[src/rtl/mult32x32_fsm.sv]
// Sequencer for a 32x32 multiply built from eight 8x16 partial products.
// Latency: clear on the start edge, eight accumulate cycles, product final after the 8th.
// Backpressure: none; start is ignored while busy (no queuing, no restart).
//
// Ports:
//   clk        clock, all state updates on the rising edge
//   reset      asynchronous active-high reset, forces IDLE
//   start      request a new multiply, honoured only in IDLE
//   busy       high in every non-IDLE state
//   a_sel      byte of operand A presented to the arithmetic unit
//   b_sel      16-bit half of operand B presented to the arithmetic unit
//   shift_sel  partial-product shift in bytes (0..5)
//   upd_prod   accumulate the shifted partial product this cycle
//   clr_prod   clear the product register on the coming edge
module mult32x32_fsm (
    input  logic       clk,
    input  logic       reset,
    input  logic       start,
    output logic       busy,
    output logic [1:0] a_sel,
    output logic       b_sel,
    output logic [2:0] shift_sel,
    output logic       upd_prod,
    output logic       clr_prod
);

    typedef enum logic [3:0] {
        IDLE = 4'd0,
        A0B0 = 4'd1,
        A1B0 = 4'd2,
        A2B0 = 4'd3,
        A3B0 = 4'd4,
        A0B1 = 4'd5,
        A1B1 = 4'd6,
        A2B1 = 4'd7,
        A3B1 = 4'd8
    } state_t;

    state_t state;
    state_t state_nxt;

    always_ff @(posedge clk or posedge reset) begin
        if (reset) begin
            state <= IDLE;
        end else begin
            state <= state_nxt;
        end
    end

    // Next state plus Moore outputs decoded from the state register.
    // clr_prod is the only Mealy output: it fires in IDLE with start so the
    // clearing edge is the same edge that enters A0B0. It is gated by reset
    // because a held start must not clear the product while reset holds IDLE.
    always_comb begin
        state_nxt = state;
        busy      = 1'b1;
        a_sel     = 2'd0;
        b_sel     = 1'b0;
        shift_sel = 3'd0;
        upd_prod  = 1'b1;
        clr_prod  = 1'b0;

        case (state)
            IDLE: begin
                busy     = 1'b0;
                upd_prod = 1'b0;
                clr_prod = start & ~reset;
                if (start) begin
                    state_nxt = A0B0;
                end
            end
            A0B0: begin
                a_sel     = 2'd0;
                b_sel     = 1'b0;
                shift_sel = 3'd0;
                state_nxt = A1B0;
            end
            A1B0: begin
                a_sel     = 2'd1;
                b_sel     = 1'b0;
                shift_sel = 3'd1;
                state_nxt = A2B0;
            end
            A2B0: begin
                a_sel     = 2'd2;
                b_sel     = 1'b0;
                shift_sel = 3'd2;
                state_nxt = A3B0;
            end
            A3B0: begin
                a_sel     = 2'd3;
                b_sel     = 1'b0;
                shift_sel = 3'd3;
                state_nxt = A0B1;
            end
            // Upper half of B carries an extra 16-bit weight: shift = i + 2.
            A0B1: begin
                a_sel     = 2'd0;
                b_sel     = 1'b1;
                shift_sel = 3'd2;
                state_nxt = A1B1;
            end
            A1B1: begin
                a_sel     = 2'd1;
                b_sel     = 1'b1;
                shift_sel = 3'd3;
                state_nxt = A2B1;
            end
            A2B1: begin
                a_sel     = 2'd2;
                b_sel     = 1'b1;
                shift_sel = 3'd4;
                state_nxt = A3B1;
            end
            A3B1: begin
                a_sel     = 2'd3;
                b_sel     = 1'b1;
                shift_sel = 3'd5;
                state_nxt = IDLE;
            end
            default: begin
                // Unused encodings fall back to IDLE with idle outputs.
                busy      = 1'b0;
                upd_prod  = 1'b0;
                state_nxt = IDLE;
            end
        endcase
    end

    // Structural invariants of the schedule.
    a_no_overlap: assert property (@(posedge clk) disable iff (reset)
        !(upd_prod && clr_prod));
    a_shift_range: assert property (@(posedge clk) disable iff (reset)
        shift_sel <= 3'd5);
    a_busy_state: assert property (@(posedge clk) disable iff (reset)
        busy == (state != IDLE));

endmodule

[config.mk]
export PLATFORM = sky130hd
export DESIGN_NAME = mult32x32_fsm
export DESIGN_NICKNAME = d
export VERILOG_FILES = /design/src/rtl/mult32x32_fsm.sv
export SDC_FILE = /design/constraint.sdc
export NUM_CORES = 1
export LEC_CHECK = 0
export ABC_AREA = 0
export CAP_MARGIN = 20
export CORE_AREA = 3 3 40 42
export DETAILED_ROUTE_END_ITERATION = 16
export DIE_AREA = 0 0 43 45
export PLACE_DENSITY = 0.59
export SLEW_MARGIN = 40
export SYNTH_ARGS = -nofsm -noshare
export SYNTH_HDL_FRONTEND = slang
export SYNTH_SLANG_ARGS = --single-unit
[constraint.sdc]
create_clock -name clk -period 1.25 [get_ports clk]
set_input_delay 0.25 -clock clk [delete_from_list [all_inputs] [get_ports clk]]
set_output_delay 0.25 -clock clk [all_outputs]
set_load 0.01 [all_outputs]
==> impl_metrics.yaml <==
timing:
  period_minus_slack_ns: 1.54
  tightest_slew_ns: 0.169
  skew_ns: 0.00109
  fmax_ghz: 0.648
  fin_crit_sh_pct: 123
  setup-violations-final: 9
  maxSlewHeadroom_pct: 88.7
  fin_setup_tns_ns: -2.40
  setup_ws_ns: -0.292
  finalMaxSlewViolations: 0
  rsz0062_at_grt: "true"
  final-hold-violation-count: 0
layout:
  multi_input_area_sq_um: 191
  antenna_cells: 0
  final_cell_area_sq_um: 549
  layout_common_cells: "buf_4 (12), buf_2 (9), nor3_1 (4)"
  largest_reg_flops: 4
  layout_commonest_cell: "buf_4"
  drive_above_1_share_pct: 61.0
  top_register: "state"
  syn2layout_area_growth_pct: 67.6
  register_area_sq_um: 104
  fill_cells: 149
  top_regs: "state x4"
  fin_nets: 64
  fin_cells: 74
pwr:
  p_sw_share_pct: 39.7
  ir_drop_uv: 1210
  power.density_nw_per_um2: 3070
  switchingPower_mw: 0.669
  leakage_nw: 0.273
  clkPwrFrac_pct: 9.5
  p_int_mw: 1.02
  total_power_mw: 1.68
  power.share.combinational_pct: 71.7
  p_seq_share_pct: 18.8
floorplan:
  rows: 13
  core_sq_um: 1280
  dieArea_sq_um: 1940
  ioPinCount: 12
  die_y_um: 45
  initial_core_util_pct: 25.5
  die_width_um: 43
cts:
  cts_tree: "done"
  ctsHoldBuffers: 0
  htree_num_levels: 1
  numCtsBuffers: 3
  clk_pin_slew_ns: 0.04
  clock_latency_ns: 0.23
  cts_root_buf: "clkbuf_4"
  cts_sinks: 4
  clk_path_buf_depth: 2
placement:
  dpl.hpwl_um: 510
  placed_cell_area_sq_um: 475
  gp_congestion: 0.690
  dp_cells: 63
  port_buffers: 11
min_path:
  holdCritPathClass: "in2async"
global_routing:
  antenna_found_initial: 0
  grt_pass1_vias: 302
  use_met3_pct: 3.98
  grt_usage_pct: 9.30
  grt_first_pass_wirelength_um: 1260
  busiest_layer: "met2"
  grt_start_max_net_pins: 6
  met2_usage_pct: 12.9
  gr-usage-met1_pct: 11.3
  overflow: 0
critical_path:
  crit_type: "reg2out"
  start_kind: "flip-flop"
  crit_path_end_kind: "primary output"
  required_ns: 1.00
  r2r-start: "state[1]"
  worstPathMaxFanout: 5
  arrival_ns: 1.29
  worstSetupStartpoint: "state[2]"
yosys:
  synthesis.area_sq_um: 328
  synth_nets: 37
  synth-seq-cells: 4
  synthCells: 34
  synth_cell_types: 20
  yosysSeqAreaShare_pct: 30.5
  ys_warn_count: 0
  syn_area_per_cell_sq_um: 9.64
drt:
  routed_wl_um: 812
  dr.pass1.iters: 2
  avgRoutedWirePerCell_um: 11.0
  via_per_inst: 4.49
  ant_nets: 0
  vias: 332
  drc: 0
  drt_iter0_drc: 3
status:
  status: "finished, violations left"
  violations: "negative setup slack"
job:
  drv_cap: 0
-- timing repair --
action                     4_1_cts  5_1_grt
pin swaps                        4        3
resized for setup               44        0
setup buffers                    7        2
setup endpoints to repair        9        9
-- power by group through the flow --
stage / Clock [mW] / Combinational, mW / Sequential (mW)
after floorplan: 0 / 0.751 / 0.228
after global placement: 0 / 1.06 / 0.323
after detailed placement: 0 / 1.07 / 0.327
after CTS: 0.165 / 1.17 / 0.313
after global routing: 0.184 / 1.31 / 0.331
final: 0.161 / 1.21 / 0.316
-- critical path, stage by stage, from the launching register on --
cell and delay (ns):
dfrtp_2 0.45, buf_12 0.14, xor2_1 0.13, a22o_1 0.20
buf_2 0.13
-- cell type report --
cell class              instances  share of cell area, %
well taps                      15                   3.42
clock buffers                   3                   4.10
flip-flops and latches          4                   18.9
repair buffers                 27                   38.0
multi-input cells              24                   34.9
inverters                       1                  0.683
-- cells in the mapped netlist (all sizes together) --
cell,n,area share (%)
nor2,3,3.4
nor3,6,14
and2b,1,3.1
and3,2,3.8
a21oi,2,3.1
a32o,1,3.1
nand3b,1,2.3
inv,1,1.1
o21a,1,2.3
a21bo,1,3.1
xor2,1,2.7
dfrtp,4,31
nand2b,1,1.9
a22o,1,2.7
o2bb2ai,1,2.7
buf,5,15
xnor2,2,5.3
-- metrics by stage --
stage	worst slack (ns)	hold WS, ns	utilization (%)
after floorplan	-0.0318	0.0161	-
after global placement	-0.481	0.483	37.0
after detailed placement	-0.482	0.479	37.0
after CTS	-0.310	0.237	41.6
after global routing	-0.362	0.258	42.7
final	-0.292	0.243	42.7
-- cell families after synthesis --
group           after synthesis  share of synthesized area (%)
flops                         4                           30.5
simple gates                 14                           28.6
buf+inv                       6                           16.0
xor+xnor                      3                           8.02
compound gates                7                           16.8
-- metal layers --
metal,part of all wire (%),vias to the layer above
met5,0,-
met4,0,0
met3,8.1,0
met2,44,10
met1,48,152
li1,-,170
-- path summary, 6_finish.rpt --
kind	slack [ns]	end	cells past startpoint
setup / recovery	-0.29	a_sel[1]	4
hold / removal	0.24	state[3]	2
setup reg to reg	0.22	state[1]	4
hold reg to reg	0.65	state[0]	2
max in group asynchronous	0.84	state[2]	2
min in group clk	0.65	state[0]	2
Note: power is estimated with default switching activity, not from simulation.
